$ cat src/rtl/alu_serial_seq.sv
// Bit-serial ALU sequencer that drives an external registered 1-bit ALU slice LSB first.
// Latency: start accepted on edge E0, result/done registered on edge E(WIDTH+1).
// Backpressure: none; start is only sampled in IDLE and ignored while busy.
module alu_serial_seq #(
    parameter int WIDTH = 8
) (
    input  logic             clock,
    input  logic             reset,
    input  logic             start,
    input  logic [WIDTH-1:0] a,
    input  logic [WIDTH-1:0] b,
    input  logic [2:0]       func,
    output logic             s_inA,
    output logic             s_inB,
    output logic             s_Cin,
    output logic             s_binv,
    output logic             s_less,
    output logic [1:0]       s_op,
    input  logic             s_result,
    input  logic             s_Cout,
    output logic             busy,
    output logic             done,
    output logic [WIDTH-1:0] result,
    output logic             overflow,
    output logic             zero
);

    // Function encodings accepted on the func input.
    localparam logic [2:0] F_AND  = 3'b000;
    localparam logic [2:0] F_OR   = 3'b001;
    localparam logic [2:0] F_ADD  = 3'b010;
    localparam logic [2:0] F_SLTU = 3'b011;
    localparam logic [2:0] F_SUB  = 3'b110;
    localparam logic [2:0] F_SLT  = 3'b111;

    // Slice operation encodings.
    localparam logic [1:0] OP_AND = 2'b00;
    localparam logic [1:0] OP_OR  = 2'b01;
    localparam logic [1:0] OP_ADD = 2'b10;
    localparam logic [1:0] OP_CMP = 2'b11;

    localparam int KW = (WIDTH > 2) ? $clog2(WIDTH) : 1;
    localparam logic [KW-1:0] K_LAST = KW'(WIDTH - 1);

    typedef enum logic [1:0] {
        IDLE  = 2'd0,
        RUN   = 2'd1,
        DRAIN = 2'd2
    } state_t;

    state_t           state;
    state_t           state_nxt;
    logic [KW-1:0]    k;
    logic [WIDTH-1:0] a_q;
    logic [WIDTH-1:0] b_q;
    logic [2:0]       func_q;
    // Result bits 0..WIDTH-2; the MSB arrives straight from the slice in DRAIN.
    logic [WIDTH-2:0] res_sh;
    // Carry into the MSB, kept for the overflow calculation in DRAIN.
    logic             cin_msb;

    logic             k_first;
    logic             k_last;
    logic [WIDTH-1:0] final_res;
    logic             final_ovf;

    assign k_first = (k == '0);
    assign k_last  = (k == K_LAST);
    assign busy    = (state != IDLE);

    // State register: reset wins over everything, including start.
    always_ff @(posedge clock) begin
        if (reset) begin
            state <= IDLE;
        end else begin
            state <= state_nxt;
        end
    end

    // Next-state and per-bit slice drive; the slice sees all zeros outside RUN.
    always_comb begin
        state_nxt = state;
        s_inA     = 1'b0;
        s_inB     = 1'b0;
        s_Cin     = 1'b0;
        s_binv    = 1'b0;
        s_less    = 1'b0;
        s_op      = OP_AND;
        case (state)
            IDLE: begin
                if (start) begin
                    state_nxt = RUN;
                end
            end
            RUN: begin
                if (k_last) begin
                    state_nxt = DRAIN;
                end
                s_inA = a_q[k];
                s_inB = b_q[k];
                case (func_q)
                    F_AND: s_op = OP_AND;
                    F_OR:  s_op = OP_OR;
                    F_ADD: begin
                        // Bit 0 uses a fixed carry so a stale slice carry never leaks in.
                        s_op  = OP_ADD;
                        s_Cin = k_first ? 1'b0 : s_Cout;
                    end
                    F_SUB: begin
                        // Two's complement: invert b and inject +1 at bit 0.
                        s_op   = OP_ADD;
                        s_binv = 1'b1;
                        s_Cin  = k_first ? 1'b1 : s_Cout;
                    end
                    F_SLTU: begin
                        s_op   = OP_CMP;
                        s_less = k_first ? 1'b0 : s_result;
                    end
                    F_SLT: begin
                        // Swapping the sign bits turns the unsigned compare into a signed one.
                        s_op   = OP_CMP;
                        s_less = k_first ? 1'b0 : s_result;
                        if (k_last) begin
                            s_inA = b_q[WIDTH-1];
                            s_inB = a_q[WIDTH-1];
                        end
                    end
                    default: s_op = OP_AND;
                endcase
            end
            DRAIN: begin
                state_nxt = IDLE;
            end
            default: begin
                state_nxt = IDLE;
            end
        endcase
    end

    // Assemble the final result from the captured bits and the MSB now on the slice output.
    always_comb begin
        final_res = '0;
        final_ovf = 1'b0;
        case (func_q)
            F_AND, F_OR: begin
                final_res = {s_result, res_sh};
            end
            F_ADD, F_SUB: begin
                final_res = {s_result, res_sh};
                final_ovf = cin_msb ^ s_Cout;
            end
            F_SLT, F_SLTU: begin
                final_res = {{(WIDTH-1){1'b0}}, s_result};
            end
            default: begin
                final_res = '0;
                final_ovf = 1'b0;
            end
        endcase
    end

    // Operand latch, bit counter, result capture and the registered completion outputs.
    always_ff @(posedge clock) begin
        if (reset) begin
            k        <= '0;
            a_q      <= '0;
            b_q      <= '0;
            func_q   <= F_AND;
            res_sh   <= '0;
            cin_msb  <= 1'b0;
            done     <= 1'b0;
            result   <= '0;
            overflow <= 1'b0;
            zero     <= 1'b0;
        end else begin
            done <= 1'b0;
            case (state)
                IDLE: begin
                    if (start) begin
                        a_q    <= a;
                        b_q    <= b;
                        func_q <= func;
                        k      <= '0;
                    end
                end
                RUN: begin
                    // Slice output now reflects bit k-1 driven in the previous cycle.
                    if (!k_first) begin
                        res_sh[k - 1'b1] <= s_result;
                    end
                    if (k_last) begin
                        cin_msb <= s_Cin;
                    end else begin
                        k <= k + 1'b1;
                    end
                end
                DRAIN: begin
                    done     <= 1'b1;
                    result   <= final_res;
                    overflow <= final_ovf;
                    zero     <= (final_res == '0);
                    k        <= '0;
                end
                default: begin
                    k <= '0;
                end
            endcase
        end
    end

endmodule

$ cat config.mk
export PLATFORM = sky130hd
export DESIGN_NAME = alu_serial_seq
export DESIGN_NICKNAME = d
export VERILOG_FILES = /design/src/rtl/alu_serial_seq.sv
export SDC_FILE = /design/constraint.sdc
export NUM_CORES = 1
export LEC_CHECK = 0
export ABC_CLOCK_PERIOD_IN_PS = 2120
export BUFFER_PORTS_ARGS = -buffer_cell sky130_fd_sc_hd__buf_4
export CAP_MARGIN = 20
export CORE_MARGIN = 1
export CORE_UTILIZATION = 53
export DETAILED_ROUTE_END_ITERATION = 7
export HOLD_SLACK_MARGIN = 0.05
export MAX_ROUTING_LAYER = met4
export PLACE_DENSITY = 0.78
export SLEW_MARGIN = 20
export SYNTH_ARGS = -nofsm -noshare
export SYNTH_HDL_FRONTEND = slang
export SYNTH_SLANG_ARGS = --single-unit
$ cat constraint.sdc
create_clock -name clock -period 2.12 [get_ports clock]
set_input_delay 0.318 -clock clock [delete_from_list [all_inputs] [get_ports clock]]
set_output_delay 0.318 -clock clock [all_outputs]
set_load 0.05 [all_outputs]
==> results.txt <==
----------------------------------------------------
[Setup path]
  Reg2Reg Depth ... 6
  Required @ worst endpoint ... 1800 ps
  Maximum fanout count along the critical path ... 5
  Startpoint Class ... register
  CP Data Arrival Time ... 1690 ps
  Critical path capture point type ... output port
  Classification of the worst setup path ... register to output port

[Run]
  Maxcap violations ... 0

[Global route]
  Maximum number of pins on one net before global-route repair ... 44
  Vias in the first global route ... 1641
  Remaining Overflow, GRT ... 0
  Wire length of the first global-routing pass ... 6970 um
  Total routing resource utilization after global routing ... 0.225
  Initial antenna violation count ... 0

[Pwr]
  PwrDens ... 687 nW/um2
  LEAKAGE ... 0.916 nW
  Peak ir drop on the vdd network ... 0.466 mV

[CTS]
  Number of H-tree branching levels ... 2
  Largest buffer count on any clock path ... 2
  CTS buffer count ... 5
  Clk_lat worst skew ... 290 ps
  Clock root buffer ... clkbuf_8
  TritonCTS clock tree ... built
  # hold bufs at CTS ... 0
  Register clock-pin slew on the reported worst setup and hold paths ... 70 ps
  Total number of clock tree sinks ... 43

[Synth]
  Share of flip-flops with an asynchronous set or reset ... 0
  Synthesized instance count ... 250
  Synthesized Nets ... 278
  Seq cells post-synth ... 43
  Most used flip-flop cell after synthesis ... dfxtp_1
  Count of unique library cells instantiated by Yosys ... 35
  Synth warn ... 0
  Count of flip-flops with a built-in enable after synthesis ... 0
  Proportion of synthesized chip area in sequential cells ... 0.433
  Mean post-synth cell area ... 7.96 um2
  Area of the mapped netlist ... 1990 um2

[Timing]
  Setup Total Neg Slack ... 0 ps
  Pins Over Slew Limit ... 0
  Final setup skew ... 4.29 ps
  Transition time at the pin with the least slew margin ... 658 ps
  Setup slack of the critical path after layout ... 108 ps
  Max Freq ... 0.497 GHz
  Final worst path period need ... 2010 ps
  Final count of hold timing violations ... 0
  Relative max-transition margin ... 0.561
  Post-route clock period utilization ... 0.949
  Setup violators final ... 0

[Placed design]
  Last weighted congestion value of the routability-driven placer ... 0.797
  Total half-perimeter wirelength after legalization and detailed placement ... 2800 um
  Quantity of I/O buffers inserted on ports ... 42
  Post-Place Worst Slack ... 225 ps

[Finish]
  Post-layout nets ... 314
  Fillers ... 320
  Layout cells sized above 1 ... 0.227
  Area growth from synthesis to layout ... 22.5%
  Number of antenna cells inserted ... 0
  Most common library cell in the layout ignoring fill and taps ... nand2_1
  Commonest cells after routing, fill and taps aside ... 52 x nand2_1, 46 x buf_4, 40 x dfxtp_1

[Routing]
  Violation count after the first detailed-route iteration ... 132
  Vias per Instance ... 5.38
  Routed Antenna Nets ... 0
  Via Count ... 1785
  Routed length per instance ... 12.6 um
  Detailed Route WL ... 4180 um
  Number of detailed-routing iterations run before antenna repair ... 4
  DRC violation count after routing ... 0

[Floorplan]
  Die area ... 4000 um2
  Initial cell density of the core ... 0.574
  Die outline height ... 63.3 um
  Placeable core area ... 3470 um2
  Num rows ... 21
  Top-level port count ... 43
  Die outline width ... 63.3 um

[Hold path]
  WHS Path Cells ... 3
  Hold Crit Class ... primary input to register

[Run status]
  Outcome ... finished, final reports clean

----------------------------------------------------
[worst max-delay path, stage by stage (launching register included)]
cell	delay, ps
dfxtp_2	360
ha_1	210
ha_1	210
nand4_1	180
o21ai_1	80
a21oi_1	150
buf_4	220
[layout make-up]
| cell class | instances | area [um2] | area share |
|---|---|---|---|
| clock buffers | 6 | 72.6 | 0.0298 |
| clock inverters | 1 | 30.0 | 0.0123 |
| inverters | 5 | 18.8 | 0.00770 |
| multi-input cells | 185 | 1050 | 0.429 |
| flip-flops and latches | 43 | 867 | 0.356 |
| well taps | 46 | 57.6 | 0.0236 |
| repair buffers | 46 | 345 | 0.142 |
[final timing paths]
path	startpoint	to	slack, ps
worst max register to register	k[0]	k[1]	500
worst max-delay path	k[0]	s_inA	110
worst min-delay path	func[0]	func_q[0]	270
worst min register to register	b_q[4]	b_q[4]	460
[through the flow]
step | hold WS [ps] | total power [W] | instance area [um2] | instances | util
final | 273 | 0.00167 | 2440 | 332 | 0.703
after global placement | 438 | 0.00108 | 2310 | 322 | 0.665
after CTS | 263 | 0.00168 | 2410 | 329 | 0.695
after detailed placement | 446 | 0.00109 | 2310 | 322 | 0.665
after floorplan | 436 | 0.00102 | 2000 | 250 | -
after global routing | 265 | 0.00176 | 2440 | 332 | 0.703
[report_power, final]
group / total (W) / internal (W) / switching, W
logic: 0.000214 / 0.0000858 / 0.000128
clock network: 0.000601 / 0.000345 / 0.000256
registers: 0.000858 / 0.000833 / 0.0000256
[per-layer routing]
metal,GRT usage,up-vias,share of wire,routed length (um)
li1,-,935,-,-
met1,0.265,806,0.47,1950
met2,0.379,39,0.49,2050
met3,0.0598,5,0.036,149
met4,0.0597,0,0.0065,27
met5,-,-,0,0
[cell usage after synthesis, types with 2 or more instances]
library cell,n,area share
clkbuf_1,8,0.015
nor3_2,2,0.010
inv_1,4,0.0075
buf_2,7,0.018
nor3_1,5,0.013
xnor2_1,2,0.0088
nor2_1,16,0.030
o31ai_1,3,0.011
and2_1,2,0.0063
nand2b_1,6,0.019
o32ai_1,2,0.0088
o22ai_1,2,0.0063
nand3_1,14,0.035
mux2i_1,9,0.045
nand2_1,52,0.098
dfxtp_1,43,0.43
o21ai_0,7,0.018
a211oi_1,2,0.0075
ha_1,4,0.025
a21oi_1,37,0.093
a22oi_1,2,0.0075
nor2b_1,4,0.013
nand4_1,5,0.016
[sequential cells by signal, indices dropped and copies added, names as in the netlist, 2 cells and up]
name	count
func_q	3
k	3
b_q	8
state	2
result	8
res_sh	7
a_q	8
[cells by family after synthesis]
logic type,synth area share
mux,0.0579
flops,0.433
simple gates,0.245
buf+inv,0.0465
fa+ha+maj,0.0252
compound gates,0.179
xor+xnor,0.0132
[timing repair]
item,in CTS,in global routing
resized for setup,1,5
pin swaps,0,1
setup endpoints to repair,3,3
hold endpoints to repair,0,0
buffers inserted,0,3
Note: power is estimated with default switching activity, not from simulation.
